## config.mk

```make
export PLATFORM = sky130hd
export DESIGN_NAME = branch_resolve_queue
export DESIGN_NICKNAME = d
export VERILOG_FILES = /design/src/rtl/branch_resolve_queue_pkg.sv /design/src/rtl/brq_fifo.sv /design/src/rtl/branch_resolve_queue.sv
export SDC_FILE = /design/constraint.sdc
export NUM_CORES = 1
export LEC_CHECK = 0
export BUFFER_PORTS_ARGS = -buffer_cell sky130_fd_sc_hd__buf_4
export CAP_MARGIN = 5
export CORE_ASPECT_RATIO = 1.4
export CORE_UTILIZATION = 51
export DETAILED_ROUTE_END_ITERATION = 12
export PLACE_DENSITY = 0.75
export RECOVER_POWER = 25
export SLEW_MARGIN = 0
export SYNTH_ARGS = -nofsm -noshare
export SYNTH_HDL_FRONTEND = slang
export SYNTH_SLANG_ARGS = --single-unit
```

## constraint.sdc

```tcl
create_clock -name clk -period 2.3 [get_ports clk]
set_clock_uncertainty 0.05 [all_clocks]
set_input_delay 0.115 -clock clk [delete_from_list [all_inputs] [get_ports clk]]
set_output_delay 0.115 -clock clk [all_outputs]
set_load 0.05 [all_outputs]
```

## src/rtl/branch_resolve_queue_pkg.sv

```systemverilog
// Shared definitions for the branch resolve queue: default widths, entry layout, FSM states.
// An entry is packed as {pc, index, taken}, with taken in bit 0.
package branch_resolve_queue_pkg;

  localparam int IDX_W_DEF = 4;
  localparam int PC_W_DEF  = 8;

  typedef enum logic {
    ST_NORMAL  = 1'b0,
    ST_RECOVER = 1'b1
  } brq_state_e;

  function automatic int brq_entry_w(input int pc_w, input int idx_w);
    return pc_w + idx_w + 1;
  endfunction

endpackage

```

## src/rtl/brq_fifo.sv

```systemverilog
// Circular in-order storage for in-flight branch entries with pointer, count and flush.
// A flush always coincides with retiring the head, so it discards everything behind it.
module brq_fifo #(
  parameter  int DEPTH = 4,
  parameter  int W     = 13,
  localparam int PTR_W = $clog2(DEPTH),
  localparam int CNT_W = $clog2(DEPTH + 1)
) (
  input  logic             clk,
  input  logic             reset,
  input  logic             push,
  input  logic             pop,
  input  logic             flush,
  input  logic [W-1:0]     wdata,
  output logic [W-1:0]     rdata,
  output logic             full,
  output logic             empty,
  output logic [CNT_W-1:0] count
);

  logic [W-1:0]     mem [DEPTH];
  logic [PTR_W-1:0] rd_ptr;
  logic [PTR_W-1:0] wr_ptr;

  assign rdata = mem[rd_ptr];
  assign full  = (count == CNT_W'(DEPTH));
  assign empty = (count == '0);

  always_ff @(posedge clk or negedge reset) begin
    if (!reset) begin
      rd_ptr <= '0;
      wr_ptr <= '0;
      count  <= '0;
    end else if (flush) begin
      rd_ptr <= rd_ptr + 1'b1;
      wr_ptr <= rd_ptr + 1'b1;
      count  <= '0;
    end else begin
      if (pop)
        rd_ptr <= rd_ptr + 1'b1;
      if (push)
        wr_ptr <= wr_ptr + 1'b1;
      case ({push, pop})
        2'b10:   count <= count + 1'b1;
        2'b01:   count <= count - 1'b1;
        default: ;
      endcase
    end
  end

  // Storage needs no reset: occupancy is tracked by count alone.
  always_ff @(posedge clk) begin
    if (push)
      mem[wr_ptr] <= wdata;
  end

endmodule

```

## src/rtl/branch_resolve_queue.sv

```systemverilog
// In-order tracker between the global predictor and branch resolution: compares predictions
// with outcomes, emits registered BHT update / mispredict strobes and flushes the wrong path.
module branch_resolve_queue
  import branch_resolve_queue_pkg::*;
#(
  parameter  int DEPTH = 4,
  parameter  int IDX_W = IDX_W_DEF,
  parameter  int PC_W  = PC_W_DEF,
  localparam int CNT_W = $clog2(DEPTH + 1)
) (
  input  logic             clk,
  input  logic             reset,
  input  logic             pred_valid,
  output logic             pred_ready,
  input  logic [PC_W-1:0]  pred_pc,
  input  logic [IDX_W-1:0] pred_index,
  input  logic             pred_taken,
  input  logic             res_valid,
  output logic             res_ready,
  input  logic             res_taken,
  output logic             upd_valid,
  output logic [IDX_W-1:0] upd_index,
  output logic             upd_taken,
  output logic             mispredict,
  output logic [IDX_W-1:0] recover_ghr,
  output logic [PC_W-1:0]  upd_pc,
  output logic [CNT_W-1:0] count
);

  localparam int ENTRY_W = brq_entry_w(PC_W, IDX_W);

  brq_state_e         state;
  brq_state_e         state_next;
  logic               full;
  logic               empty;
  logic               pop;
  logic               push;
  logic               mis_now;
  logic [ENTRY_W-1:0] head;
  logic [ENTRY_W-1:0] wdata;
  logic [PC_W-1:0]    head_pc;
  logic [IDX_W-1:0]   head_index;
  logic               head_taken;

  assign {head_pc, head_index, head_taken} = head;
  assign wdata = {pred_pc, pred_index, pred_taken};

  // Derived from state/empty directly so pred_ready never loops back through res_ready.
  assign pop     = res_valid && !empty && (state == ST_NORMAL);
  assign mis_now = pop && (head_taken != res_taken);
  assign push    = pred_valid && pred_ready && !mis_now;

  brq_fifo #(
    .DEPTH (DEPTH),
    .W     (ENTRY_W)
  ) u_fifo (
    .clk   (clk),
    .reset (reset),
    .push  (push),
    .pop   (pop),
    .flush (mis_now),
    .wdata (wdata),
    .rdata (head),
    .full  (full),
    .empty (empty),
    .count (count)
  );

  always_ff @(posedge clk or negedge reset) begin
    if (!reset)
      state <= ST_NORMAL;
    else
      state <= state_next;
  end

  always_comb begin
    state_next = state;
    case (state)
      ST_NORMAL:  if (mis_now) state_next = ST_RECOVER;
      ST_RECOVER: state_next = ST_NORMAL;
    endcase
  end

  // A correct pop frees a slot this cycle, so a full queue can still accept a push.
  always_comb begin
    res_ready  = 1'b0;
    pred_ready = 1'b0;
    if (state == ST_NORMAL) begin
      res_ready  = !empty;
      pred_ready = !full || (pop && !mis_now);
    end
  end

  always_ff @(posedge clk or negedge reset) begin
    if (!reset) begin
      upd_valid   <= 1'b0;
      mispredict  <= 1'b0;
      upd_taken   <= 1'b0;
      upd_index   <= '0;
      recover_ghr <= '0;
      upd_pc      <= '0;
    end else begin
      upd_valid  <= pop;
      mispredict <= mis_now;
      if (pop) begin
        upd_index   <= head_index;
        upd_taken   <= res_taken;
        upd_pc      <= head_pc;
        recover_ghr <= {head_index[IDX_W-2:0], res_taken};
      end
    end
  end

endmodule

```

==> results.py <==
metrics = {
    "outcome": {
        "status": "finished, final reports clean",
    },
    "final_layout": {
        "drive_gt1_frac": 0.398,
        "instances_no_fill": 301,
        "area_delta_synth_final_pct": 22.3,
        "final_nets": 249,
        "insertedDiodeCount": 0,
        "fillers": 419,
        "finish.instance_area_um2": 3760,
    },
    "die": {
        "io_pins": 42,
        "die_area_um2": 6350,
        "row_count": 33,
        "die_h_um": 93.9,
        "die_w_um": 67.6,
        "core_area_um2": 5820,
        "start_util": 0.528,
    },
    "timing": {
        "hold_viol": 0,
        "setup_violations": 0,
        "fmax_ghz": 0.442,
        "slew_headroom": 0.0865,
        "tightest_slew_ps": 1370,
        "fin_tns_setup_ps": 0,
        "fin_crit_ps": 2260,
        "worst_slack_ps": 38.2,
        "fin_crit_sh": 0.983,
        "drv_slew": 0,
        "rsz0062_at_grt": "yes",
    },
    "clock_network": {
        "cts-root-buf": "clkbuf_8",
        "clock-sinks": 75,
        "clockBufferDepth": 2,
        "cts_made_buffers": 9,
        "clk_pin_slew_ps": 70,
        "cts_htree_levels": 3,
        "clk_latency_ps": 340,
        "cts_tree": "built",
    },
    "setup_path": {
        "path_class": "flip-flop to flip-flop",
        "start_kind": "flip-flop",
        "cp.required_ps": 2510,
        "cp-end-kind": "flip-flop",
        "crit_arrival_ps": 2470,
        "critPathMaxFanout": 3,
    },
    "detailed_routing": {
        "avgViaCountPerCell": 5.50,
        "postRouteAntennaNets": 0,
        "wl_per_cell_um": 18.0,
        "first_pass_iters": 4,
        "drt_wl_total_mm": 5.40,
        "first_iter_violations": 48,
        "vias": 1656,
        "drcViolationCount": 0,
    },
    "yosys": {
        "netlist_top_cells_area": "edfxtp_1 (51%), dfrtp_1 (19%), mux4_2 (5.9%)",
        "yosys_warnings": 0,
        "ys_seq_elements": 75,
        "syn_area_per_cell_um2": 18.8,
        "yosys-top-cells-count": "edfxtp_1 (52), dfrtp_1 (23), mux2_2 (14)",
        "ys_types": 35,
        "yosys_most_used_dff": "edfxtp_1",
        "synthArstFlopShare": 0.307,
        "synthMostInstantiatedCell": "edfxtp_1",
        "synth_edf_count": 52,
        "yosysSeqAreaShare": 0.695,
        "synth_nets": 187,
        "syn_inst": 164,
        "synth.largest_area_cell": "edfxtp_1",
        "synthesis.area_um2": 3080,
        "synth_top_cell_area_share": 0.508,
    },
    "global_routing": {
        "grt-ovfl-total": 0,
        "grt_pass1_vias": 1715,
        "grt_use_total": 0.197,
        "grt_pass1_wl_mm": 8.45,
        "antenna_found_initial": 0,
        "grt_start_max_net_pins": 24,
    },
    "pwr": {
        "pwr-share-clk": 0.157,
        "pwr-share-seq": 0.384,
        "vdd_ir_drop_max_v": 0.000729,
        "p_leak_uw": 0.00143,
        "intPower_uw": 3260,
        "p_per_area_nw_per_um2": 1440,
        "p_sw_uw": 2160,
        "finalPower_uw": 5430,
        "pwr-share-comb": 0.459,
        "switching_share": 0.399,
    },
    "hold_path": {
        "min_path_type": "input pin to flip-flop",
    },
    "placed_design": {
        "place_ws_ps": -99.3,
        "dp.cells": 269,
        "dpl-instance-area_um2": 3460,
        "place_congestion": 0.796,
        "place_hpwl_mm": 3.57,
        "port_buffers": 41,
    },
    "run": {
        "maxCapViolCount": 0,
    },
}
[flip-flops by register name (all words and copies together), names as in the netlist]
register       flops
mispredict         1
upd_pc             8
u_fifo.rd_ptr      2
state              1
recover_ghr        1
u_fifo.mem        52
upd_valid          1
u_fifo.wr_ptr      2
upd_index          4
u_fifo.count       3
[metal layers]
layer	part of all wire	GRT usage	routed length, um
met5	0	0	0
met4	0.025	0.110	134
met3	0.033	0.0400	179
met2	0.55	0.341	2970
met1	0.39	0.218	2120
[cell usage in the layout, fill, tap and decap left out, types with 2 or more instances in the layout]
cell           instances
a21oi_1                3
and3b_2                4
buf_4                 39
clkbuf_1              11
clkbuf_8              10
clkinv_2               3
dfrtp_1               20
dfrtp_2                3
dlygate4sd3_1         15
edfxtp_1              52
ha_1                   4
inv_1                  4
mux2_2                14
mux2i_1                3
mux4_1                 5
mux4_2                 8
nand2_1                4
nand3_1                2
nand3b_1               2
nor2_2                 2
nor3_4                 2
o21ai_0                3
xnor2_1                4
[cell families after synthesis]
logic type                 synth area share
adders and majority gates            0.0228
and+or+nand+nor                      0.0415
muxes                                 0.162
xor gates and xnor gates             0.0195
DFF                                   0.695
buffers and inverters                0.0293
AOI/OAI and AO/OA                    0.0297
[path summary, 6_finish.rpt]
kind | cells after the start | slack, ps | startpoint | endpoint
worst max-delay path | 8 | 40 | u_fifo.rd_ptr[0] | u_fifo.count[2]
worst min-delay path | 4 | 190 | pred_valid | u_fifo.count[2]
min in group asynchronous | 2 | 560 | reset | upd_pc[7]
max in group asynchronous | 2 | 730 | reset | u_fifo.count[0]
worst max register to register | 8 | 40 | u_fifo.rd_ptr[0] | u_fifo.count[2]
worst min register to register | 1 | 460 | upd_pc[2] | upd_pc[2]
[metrics by stage]
step	util	hold WS, ps
floorplan	-	-231
global placement	0.594	-17.4
detailed placement	0.594	-9.03
CTS	0.650	135
global route	0.646	185
finish	0.646	188
[power by group through the flow]
stage / combinational [uW] / sequential, uW / clock (uW)
2_1_floorplan: 1330 / 2600 / 0
3_3_place_gp: 2380 / 2080 / 0
3_5_place_dp: 2460 / 2120 / 0
4_1_cts: 2510 / 2090 / 869
5_1_grt: 2650 / 2120 / 917
6_report: 2490 / 2080 / 853
[layout make-up]
cell class	instances	area, um^2	share of cell area
tap	70	87.6	0.0233
multi-input combinational	74	882	0.234
clock buffer	13	149	0.0396
timing repair buffer	62	473	0.126
inverter	4	15.0	0.00399
clock inverter	3	15.0	0.00399
sequential	75	2140	0.569
[worst max-delay path, cell delays in order (launching register included)]
cell and delay (ps):
dfrtp_1 380, mux4_2 530, xnor2_2 180, a21boi_2 80, fa_2 370, nor2_2 120
nand2b_1 70, a211o_1 270, a21oi_2 140
[timing repair]
action,CTS,global route
endpoints found under the setup margin,53,34
buffers inserted,1,0
resized for setup,4,3
hold buffers,15,0
gates cloned,0,0
endpoints found under the hold margin,76,0
pin swaps,1,0
No activity file was read; power rests on OpenSTA's default activity.
